**src/rtl/pixel_merger.sv**
```systemverilog
// Rasterizer pixel-write sink: round-robin capture slots, depth-tested framebuffer commit, clear engine.
// Optional depth test (read-compare-write) enabled by defining PIXEL_MERGER_DEPTH_TEST_EN.
module pixel_merger #(
    parameter int unsigned N_SRC    = 4,
    parameter int unsigned FB_WIDTH = 640,
    parameter int unsigned HEIGHT   = 480,
    parameter int unsigned ADDR_W   = 19,
    localparam int unsigned X_W     = 10,
    localparam int unsigned Y_W     = 9,
    localparam int unsigned CH_W    = 8,
    localparam int unsigned PIX_W   = 4 * CH_W,
    localparam int unsigned INFO_W  = X_W + Y_W + PIX_W
) (
    input  logic                    clock,
    input  logic                    reset,
    input  logic [N_SRC*INFO_W-1:0] data_in,
    input  logic [N_SRC-1:0]        data_write,
    output logic [N_SRC-1:0]        output_written,
    input  logic                    clear_start,
    input  logic [PIX_W-1:0]        bg_pixel,
    output logic [ADDR_W-1:0]       fb_addr,
    output logic                    fb_rd_en,
    input  logic [PIX_W-1:0]        fb_rd_data,
    output logic                    fb_wr_en,
    output logic [PIX_W-1:0]        fb_wr_data,
    output logic                    busy,
    output logic [15:0]             drop_count
);

    typedef struct packed {
        logic [CH_W-1:0] red;
        logic [CH_W-1:0] green;
        logic [CH_W-1:0] blue;
        logic [CH_W-1:0] depth;
    } pixel_t;

    typedef struct packed {
        logic [X_W-1:0] x;
        logic [Y_W-1:0] y;
        pixel_t         pixel;
    } pixel_info_t;

    localparam int unsigned IDX_W    = (N_SRC > 1) ? $clog2(N_SRC) : 1;
    localparam int unsigned FB_WORDS = FB_WIDTH * HEIGHT;

    localparam logic [1:0] S_IDLE  = 2'd0;
`ifdef PIXEL_MERGER_DEPTH_TEST_EN
    localparam logic [1:0] S_READ  = 2'd1;
`endif
    localparam logic [1:0] S_CMP   = 2'd2;
    localparam logic [1:0] S_CLEAR = 2'd3;

    logic [1:0]        state_q, state_d;
    logic [IDX_W-1:0]  rr_q, rr_d;
    logic [IDX_W-1:0]  win_q, win_d;
    logic              clear_pend_q, clear_pend_d;
    logic [N_SRC-1:0]  slot_full_q, slot_full_d;
    pixel_t            slot_pix_q [N_SRC];
    pixel_t            slot_pix_d [N_SRC];
    logic [ADDR_W-1:0] slot_addr_q [N_SRC];
    logic [ADDR_W-1:0] slot_addr_d [N_SRC];
    logic [N_SRC-1:0]  output_written_q, output_written_d;
    logic [ADDR_W-1:0] fb_addr_q, fb_addr_d;
    logic              fb_rd_en_q, fb_rd_en_d;
    logic              fb_wr_en_q, fb_wr_en_d;
    logic [PIX_W-1:0]  fb_wr_data_q, fb_wr_data_d;
    logic              busy_q, busy_d;
    logic [15:0]       drop_count_q, drop_count_d;

    pixel_info_t       pin;
    pixel_t            cur;
    logic [3:0]        n_drop;
    logic [16:0]       drop_sum;
    logic              found;
    logic [IDX_W-1:0]  pick;
    logic [IDX_W-1:0]  cand;
    logic              rd_data_unused;

    // Only the depth byte of the read word takes part in the compare.
    assign rd_data_unused = ^fb_rd_data;

    always_comb begin
        state_d          = state_q;
        rr_d             = rr_q;
        win_d            = win_q;
        clear_pend_d     = clear_pend_q | (clear_start && (state_q != S_CLEAR));
        slot_full_d      = slot_full_q;
        slot_pix_d       = slot_pix_q;
        slot_addr_d      = slot_addr_q;
        fb_addr_d        = fb_addr_q;
        fb_rd_en_d       = 1'b0;
        fb_wr_en_d       = 1'b0;
        fb_wr_data_d     = fb_wr_data_q;
        n_drop           = 4'd0;
        pin              = '0;
        found            = 1'b0;
        pick             = '0;
        cand             = '0;
        cur              = slot_pix_q[win_q];

        // Round-robin search: first full slot at or after the rr pointer.
        for (int k = 0; k < N_SRC; k++) begin
            cand = IDX_W'((32'(rr_q) + 32'(k)) % N_SRC);
            if (!found && slot_full_q[cand]) begin
                found = 1'b1;
                pick  = cand;
            end
        end

        // Capture; the address multiply happens here so S_READ only muxes.
        for (int i = 0; i < N_SRC; i++) begin
            pin = data_in[i*INFO_W +: INFO_W];
            if (data_write[i]) begin
                if ((32'(pin.x) >= FB_WIDTH) || (32'(pin.y) >= HEIGHT)) begin
                    n_drop = n_drop + 4'd1;
                end else if (slot_full_q[i]) begin
                    n_drop = n_drop + 4'd1;
                end else begin
                    slot_full_d[i] = 1'b1;
                    slot_pix_d[i]  = pin.pixel;
                    slot_addr_d[i] = ADDR_W'(32'(pin.y) * FB_WIDTH + 32'(pin.x));
                end
            end
        end

        drop_sum     = 17'(drop_count_q) + 17'(n_drop);
        drop_count_d = drop_sum[16] ? 16'hFFFF : drop_sum[15:0];

        case (state_q)
            S_IDLE: begin
                if (clear_pend_q) begin
                    state_d      = S_CLEAR;
                    clear_pend_d = 1'b0;
                    fb_addr_d    = '0;
                    fb_wr_en_d   = 1'b1;
                    fb_wr_data_d = bg_pixel;
                end else if (found) begin
                    win_d     = pick;
                    rr_d      = IDX_W'((32'(pick) + 32'd1) % N_SRC);
                    fb_addr_d = slot_addr_q[pick];
`ifdef PIXEL_MERGER_DEPTH_TEST_EN
                    state_d    = S_READ;
                    fb_rd_en_d = 1'b1;
`else
                    state_d    = S_CMP;
`endif
                end
            end
`ifdef PIXEL_MERGER_DEPTH_TEST_EN
            S_READ: begin
                state_d = S_CMP;
            end
`endif
            S_CMP: begin
`ifdef PIXEL_MERGER_DEPTH_TEST_EN
                // Strictly nearer wins; equal depth keeps the earlier pixel.
                if (cur.depth < fb_rd_data[CH_W-1:0]) begin
                    fb_wr_en_d   = 1'b1;
                    fb_wr_data_d = cur;
                end
`else
                fb_wr_en_d   = 1'b1;
                fb_wr_data_d = cur;
`endif
                slot_full_d[win_q] = 1'b0;
                state_d            = S_IDLE;
            end
            S_CLEAR: begin
                if (fb_addr_q == ADDR_W'(FB_WORDS - 1)) begin
                    state_d = S_IDLE;
                end else begin
                    fb_addr_d    = fb_addr_q + ADDR_W'(1);
                    fb_wr_en_d   = 1'b1;
                    fb_wr_data_d = bg_pixel;
                end
            end
            default: begin
                state_d = S_IDLE;
            end
        endcase

        output_written_d = ~slot_full_d;
        busy_d           = (state_d != S_IDLE) || (|slot_full_d);
    end

    always_ff @(posedge clock) begin
        if (reset) begin
            state_q          <= S_IDLE;
            rr_q             <= '0;
            win_q            <= '0;
            clear_pend_q     <= 1'b0;
            slot_full_q      <= '0;
            output_written_q <= '1;
            fb_addr_q        <= '0;
            fb_rd_en_q       <= 1'b0;
            fb_wr_en_q       <= 1'b0;
            fb_wr_data_q     <= '0;
            busy_q           <= 1'b0;
            drop_count_q     <= '0;
            for (int i = 0; i < N_SRC; i++) begin
                slot_pix_q[i]  <= '0;
                slot_addr_q[i] <= '0;
            end
        end else begin
            state_q          <= state_d;
            rr_q             <= rr_d;
            win_q            <= win_d;
            clear_pend_q     <= clear_pend_d;
            slot_full_q      <= slot_full_d;
            output_written_q <= output_written_d;
            fb_addr_q        <= fb_addr_d;
            fb_rd_en_q       <= fb_rd_en_d;
            fb_wr_en_q       <= fb_wr_en_d;
            fb_wr_data_q     <= fb_wr_data_d;
            busy_q           <= busy_d;
            drop_count_q     <= drop_count_d;
            for (int i = 0; i < N_SRC; i++) begin
                slot_pix_q[i]  <= slot_pix_d[i];
                slot_addr_q[i] <= slot_addr_d[i];
            end
        end
    end

    assign output_written = output_written_q;
    assign fb_addr        = fb_addr_q;
    assign fb_rd_en       = fb_rd_en_q;
    assign fb_wr_en       = fb_wr_en_q;
    assign fb_wr_data     = fb_wr_data_q;
    assign busy           = busy_q;
    assign drop_count     = drop_count_q;

endmodule

```
**config.mk**
```make
export PLATFORM = sky130hd
export DESIGN_NAME = pixel_merger
export DESIGN_NICKNAME = d
export VERILOG_FILES = /design/src/rtl/pixel_merger.sv
export SDC_FILE = /design/constraint.sdc
export NUM_CORES = 1
export LEC_CHECK = 0
export CAP_MARGIN = 20
export CORE_MARGIN = 4
export CORE_UTILIZATION = 50
export DETAILED_ROUTE_END_ITERATION = 16
export HOLD_SLACK_MARGIN = 0.02
export PLACE_DENSITY = 0.8
export SLEW_MARGIN = 30
export SYNTH_ARGS = -nofsm -noshare
export SYNTH_HDL_FRONTEND = slang
export SYNTH_SLANG_ARGS = --single-unit
```
**constraint.sdc**
```tcl
create_clock -name clock -period 7.05 [get_ports clock]
set_input_delay 0.705 -clock clock [delete_from_list [all_inputs] [get_ports clock]]
set_output_delay 0.705 -clock clock [all_outputs]
set_load 0.05 [all_outputs]
```
==> results_dict.tcl, run 1 <==
set metrics [dict create \
    status "finished, final reports clean" \
    synth_area_um2 15400 \
    cts_max_level 1 \
    grt_pass1_vias 14000 \
    die_h_um 183 \
    floorplan.initialDensity 0.512 \
    hold_violations 0 \
    skew_ns 0.0113 \
    peakVddDrop_mv 0.184 \
    die_w_um 183 \
    min_from "slot_pix_q[34]" \
    clockBufferDepth 3 \
    power.density_nw_per_um2 294 \
    coreArea_um2 30000 \
    start_kind "input pin" \
    area_growth_pct 28.6 \
    fin_crit_ns 4.79 \
    via_per_inst 5.80 \
    drc 0 \
    synth_seq_cells 288 \
    final_util 0.659 \
    root_buffer "clkbuf_16" \
    synth-edff-count 0 \
    cts.repair.resized 0 \
    layout_commonest_cell "nand2_1" \
    clk_pin_slew_ns 0.06 \
    drive_gt1_frac 0.0691 \
    vias 14400 \
    antenna_found_initial 6 \
    slew_headroom 0.364 \
    portBuffers 315 \
    synth_fp_nets 2173 \
    fin_crit_sh 0.680 \
    clock-sinks 288 \
    maxCapViolCount 0 \
    synthCells 1810 \
    yosysWarningCount 0 \
    gr-total-overflow 0 \
    avgSynthCellArea_um2 8.48 \
    fp-row-count 63 \
    routed_wl_mm 48.1 \
    dp_hpwl_mm 34.6 \
    cts_tree "yes" \
    min_path_type "flop to flop" \
    ys.flop_type "dfxtp_1" \
    grt_max_degree 138 \
    ys_async_sr_fraction 0 \
    cp_max_fo 13 \
    die_area_um2 33600 \
    ys_types 73 \
    nets 2425 \
    endpoint_kind "flop" \
    r2r-start "slot_full_q[1]" \
    max_freq_mhz 209 \
    drt_first_pass_iters 6 \
    crit_start "data_in[100]" \
    placedCellCount 2419 \
    cts_setup_buffers 0 \
    antenna_left 0 \
    crit_type "input pin to flop" \
    cp.required_ns 7.51 \
    setup_tns_ns 0 \
    clock_latency_ns 0.55 \
    grt.total_usage 0.272 \
    yosysSeqAreaShare 0.376 \
    tightestPinTransition_ns 0.954 \
    rsz0062_at_grt "no" \
    arrival_ns 5.26 \
    layout_common_cells "nand2_1, clkdlybuf4s50_1, dfxtp_1" \
    setup_viol 0 \
    leakage_nw 7.35 \
    drt_first_iter_violations 1280 \
    wl_per_cell_um 19.4 \
    hold_buffers 0 \
    routabilityCongestion 0.901 \
    grt_pass1_wl_mm 74.0 \
    instances_no_fill 2481 \
    cts_made_buffers 31 \
    slew_violations 0 \
    io_pins 349 \
]
[cell usage after synthesis (27+ instances only)]
library cell	number	area share
a211oi_1	74	0.036
a21oi_1	223	0.073
clkbuf_1	64	0.016
dfxtp_1	288	0.38
ha_1	79	0.064
inv_1	61	0.015
mux2i_1	62	0.040
mux4_2	32	0.047
nand2_1	377	0.092
nand3_1	34	0.011
nor2_1	95	0.023
nor3_1	31	0.010
o21ai_0	32	0.010
xnor2_1	35	0.020
xor2_1	27	0.015
[path summary, 6_finish.rpt]
| path | end | slack (ns) | depth (start not counted) |
|---|---|---|---|
| worst max register to register | drop_count[9] | 3.03 | 12 |
| worst min register to register | slot_pix_q[34] | 0.45 | 2 |
| worst max-delay path | drop_count[9] | 2.26 | 15 |
| worst min-delay path | slot_pix_q[34] | 0.45 | 2 |
[logic make-up (layout without fill, tap and decap cells)]
logic type,count (synthesis),after routing,share of synthesized area
simple gates,647,647,0.187
compound gates,443,443,0.182
flops,288,288,0.376
buf+inv,173,448,0.0465
mux,108,108,0.0976
fa+ha+maj,88,88,0.0761
xor+xnor,62,62,0.0354
other cells,1,7,0.000244
[metal layers]
metal / vias up / track usage / part of all wire
met5: - / 0 / 0
met4: 0 / 0.114 / 0.043
met3: 110 / 0.0478 / 0.075
met2: 561 / 0.433 / 0.46
met1: 6806 / 0.367 / 0.42
li1: 6916 / - / -
[cell type report]
cell class / instances / area (µm²)
Fill cell: 2481 / 10200
Multi-Input combinational cell: 1349 / 8900
Sequential cell: 288 / 5770
Timing Repair Buffer: 331 / 3280
Clock buffer: 46 / 922
Tap cell: 390 / 488
Inverter: 61 / 229
Clock inverter: 10 / 138
Antenna cell: 6 / 15.0
[registers in the layout, summed over array words and instances, names as in the netlist]
register	count
slot_pix_q	128
win_q	2
fb_wr_en	1
output_written	4
slot_full_q	4
clear_pend_q	1
rr_q	2
fb_addr	19
busy	1
state_q	2
drop_count	16
fb_wr_data	32
slot_addr_q	76
[power by group]
part | switching (W) | total, W | internal, W | leakage (nW)
clock | 0.000656 | 0.00166 | 0.00101 | 0.517
combinational | 0.00129 | 0.00212 | 0.000830 | 4.47
sequential | 0.000181 | 0.00202 | 0.00184 | 2.36
total | 0.00213 | 0.00581 | 0.00368 | 7.35
[metrics by stage]
stage / cell area [µm²] / power (W) / worst slack [ns] / hold WS [ns]
after floorplan: 15400 / 0.00347 / 3.12 / 0.430
after global placement: 18700 / 0.00410 / 1.74 / 0.439
after detailed placement: 18700 / 0.00415 / 1.51 / 0.446
after CTS: 19700 / 0.00582 / 2.09 / 0.454
after global routing: 19700 / 0.00607 / 2.02 / 0.470
final: 19700 / 0.00581 / 2.26 / 0.455
[critical path, stage by stage]
cell	delay, ns
clkdlybuf4s50_1	0.45
o21ai_0	0.42
nand2_1	0.16
o21ai_0	0.36
xor2_1	0.42
ha_1	0.33
mux2_2	0.29
ha_1	0.30
mux2i_1	0.11
fa_1	0.47
nor2b_1	0.14
o21a_1	0.21
o2111ai_2	0.34
and4_1	0.36
nor3_1	0.19
Note: power is estimated with default switching activity, not from simulation.
==> inputs of run 2 (changes only) <==
--- a/config.mk
+++ b/config.mk
@@ -7,10 +7,10 @@
 export LEC_CHECK = 0
 export CAP_MARGIN = 20
 export CORE_MARGIN = 4
-export CORE_UTILIZATION = 50
+export CORE_UTILIZATION = 46
 export DETAILED_ROUTE_END_ITERATION = 16
 export HOLD_SLACK_MARGIN = 0.02
-export PLACE_DENSITY = 0.8
+export PLACE_DENSITY = 0.77
 export SLEW_MARGIN = 30
 export SYNTH_ARGS = -nofsm -noshare
 export SYNTH_HDL_FRONTEND = slang
==> constraint.sdc (replaced) <==
create_clock -name clock -period 4 [get_ports clock]
set_input_delay 0.4 -clock clock [delete_from_list [all_inputs] [get_ports clock]]
set_output_delay 0.4 -clock clock [all_outputs]
set_load 0.05 [all_outputs]
==> run 2 against run 1 <==
Setup slack lost 2.1 ns. Sequential power grew 76%. Clock skew grew 0.0099 ns. Cell area grew 3.0%. Global-route usage shrank 1.0 points. Worst hold slack lost 0.014 ns. Critical endpoint is now drop_count[6]. Largest cell class unchanged. Largest power group unchanged.
==> results_dict.tcl, run 2 (synthesis gave the netlist of run 1 again) <==
set metrics [dict create \
    status "finished, final reports clean" \
    largest_register "slot_pix_q" \
    clk_pin_slew_ns 0.06 \
    io_pins 349 \
    drive_gt1_frac 0.0901 \
    hold_buffers 0 \
    grt_pass1_vias 14300 \
    maxCapViolCount 0 \
    layout_commonest_cell "nand2_1" \
    die_area_um2 36400 \
    tightestPinTransition_ns 1.01 \
    p_switching_w 0.00384 \
    wl_per_cell_um 19.3 \
    fp-row-count 66 \
    p_clk_frac 0.316 \
    portBuffers 315 \
    p_sw_frac 0.356 \
    setup_viol 0 \
    placedCellCount 2512 \
    r2r-start "slot_full_q[0]" \
    crit_chain "clkdlybuf4s50_1 > o21ai_0 > nand2_1 > o21ai_0 > buf_4 > xor2_2 > ha_1 > mux2_2 > ha_1 > mux2i_1 > fa_1 > nor2b_1 > o21a_1 > or2_2 > and3_1 > xnor2_1 > a21oi_1" \
    die_h_um 191 \
    grt.total_usage 0.262 \
    peakVddDrop_mv 0.348 \
    cts_tree "yes" \
    fin_crit_ns 3.82 \
    instances_no_fill 2575 \
    reg2regPathDepth 14 \
    cts_max_level 2 \
    r2r-end "drop_count[6]" \
    floorplan.initialDensity 0.469 \
    via_per_inst 5.66 \
    hold_violations 0 \
    cp_max_fo 4 \
    skew_ns 0.0212 \
    largest_register_ffs 128 \
    cpMaxStageDelayCell "clkdlybuf4s50_1" \
    routabilityCongestion 0.908 \
    cpPeakStageDelay_ns 0.41 \
    drt_first_pass_iters 7 \
    endpoint_kind "flop" \
    arrival_ns 4.16 \
    pwr-share-comb 0.354 \
    root_buffer "clkbuf_16" \
    fin_crit_sh 0.955 \
    cts_setup_buffers 0 \
    clock_latency_ns 0.50 \
    gr-total-overflow 0 \
    min_path_type "input pin to flop" \
    clock-sinks 288 \
    vias 14600 \
    coreArea_um2 32700 \
    max_freq_mhz 262 \
    crit_type "input pin to flop" \
    seqPwrFrac 0.330 \
    antenna_left 0 \
    power.total_w 0.0108 \
    drc 0 \
    slew_headroom 0.326 \
    antenna_found_initial 3 \
    drt_first_iter_violations 1204 \
    leakage_nw 7.67 \
    routed_wl_mm 49.7 \
    slew_violations 0 \
    dp_hpwl_mm 36.0 \
    area_growth_pct 32.5 \
    min_from "data_in[117]" \
    die_w_um 191 \
    cts_made_buffers 34 \
    fill_cells 2851 \
    grt_pass1_wl_mm 76.5 \
    cp.required_ns 4.34 \
    power.density_nw_per_um2 530 \
    holdPathEnd "slot_pix_q[47]" \
    nets 2469 \
    layout_common_cells "nand2_1, clkdlybuf4s50_1, dfxtp_1" \
    start_kind "input pin" \
    p_int_w 0.00695 \
    clockBufferDepth 3 \
    reg2reg_slack_ns 0.57 \
    min_path_cells 3 \
    grt_max_degree 137 \
]
==> run 2: routing by layer <==
layer / vias to the layer above / wire [µm] / part of all wire / track usage
li1: 7021 / - / - / -
met1: 6880 / 21400 / 0.43 / 0.353
met2: 546 / 22400 / 0.45 / 0.410
met3: 119 / 4130 / 0.083 / 0.0590
met4: 2 / 1840 / 0.037 / 0.102
met5: - / 11 / 0.00022 / 0
==> run 2: worst max-delay path, delay by kind of cell <==
family                     cells  cell delay, ns
and+or+nand+nor                4            0.69
adders and majority gates      3            0.84
xor gates and xnor gates       2            0.40
muxes                          2            0.52
AOI/OAI and AO/OA              4            0.74
buffers and inverters          2            0.57
==> run 2: area by class of cell <==
cell class	count	area, µm²	area share
antenna	3	7.51	0.000369
clock buffer	50	1040	0.0512
clock inverter	10	208	0.0102
inverter	61	229	0.0113
multi-input combinational	1349	8910	0.438
sequential	288	5770	0.284
tap	442	553	0.0272
timing repair buffer	372	3620	0.178
==> run 2: timing repair <==
action / in CTS / in global routing
setup endpoints to repair: 0 / 16
resized for setup: 0 / 2
endpoints found under the hold margin: 0 / 0
==> run 2: worst max-delay path by stage <==
| stage | from | endpoint | cells past startpoint |
|---|---|---|---|
| after CTS | data_in[100] | drop_count[15] | 17 |
| after floorplan | data_in[49] | drop_count[15] | 15 |
| after global routing | data_in[100] | drop_count[11] | 17 |
| after global placement | data_in[100] | drop_count[15] | 17 |
| final | data_in[100] | drop_count[6] | 17 |
| after detailed placement | data_in[100] | drop_count[15] | 17 |
==> run 2: power by group through the flow <==
stage          clock (W)  combinational (W)  sequential, W
2_1_floorplan          0            0.00195        0.00416
3_3_place_gp           0            0.00371        0.00360
3_5_place_dp           0            0.00378        0.00362
4_1_cts          0.00345            0.00380        0.00355
5_1_grt          0.00356            0.00411        0.00361
6_report         0.00340            0.00382        0.00356
==> run 2: stage by stage <==
stage          setup slack (ns)  hold slack (ns)  TNS (ns)  instance area (µm²)   util
2_1_floorplan             0.377            0.430         0                15400      -
3_3_place_gp             -0.452            0.438     -4.39                19100  0.583
3_5_place_dp             -0.473            0.445     -5.68                19100  0.583
4_1_cts                  0.0390            0.417         0                20300  0.621
5_1_grt                 -0.0132            0.435   -0.0171                20300  0.622
6_report                  0.182            0.441         0                20300  0.622
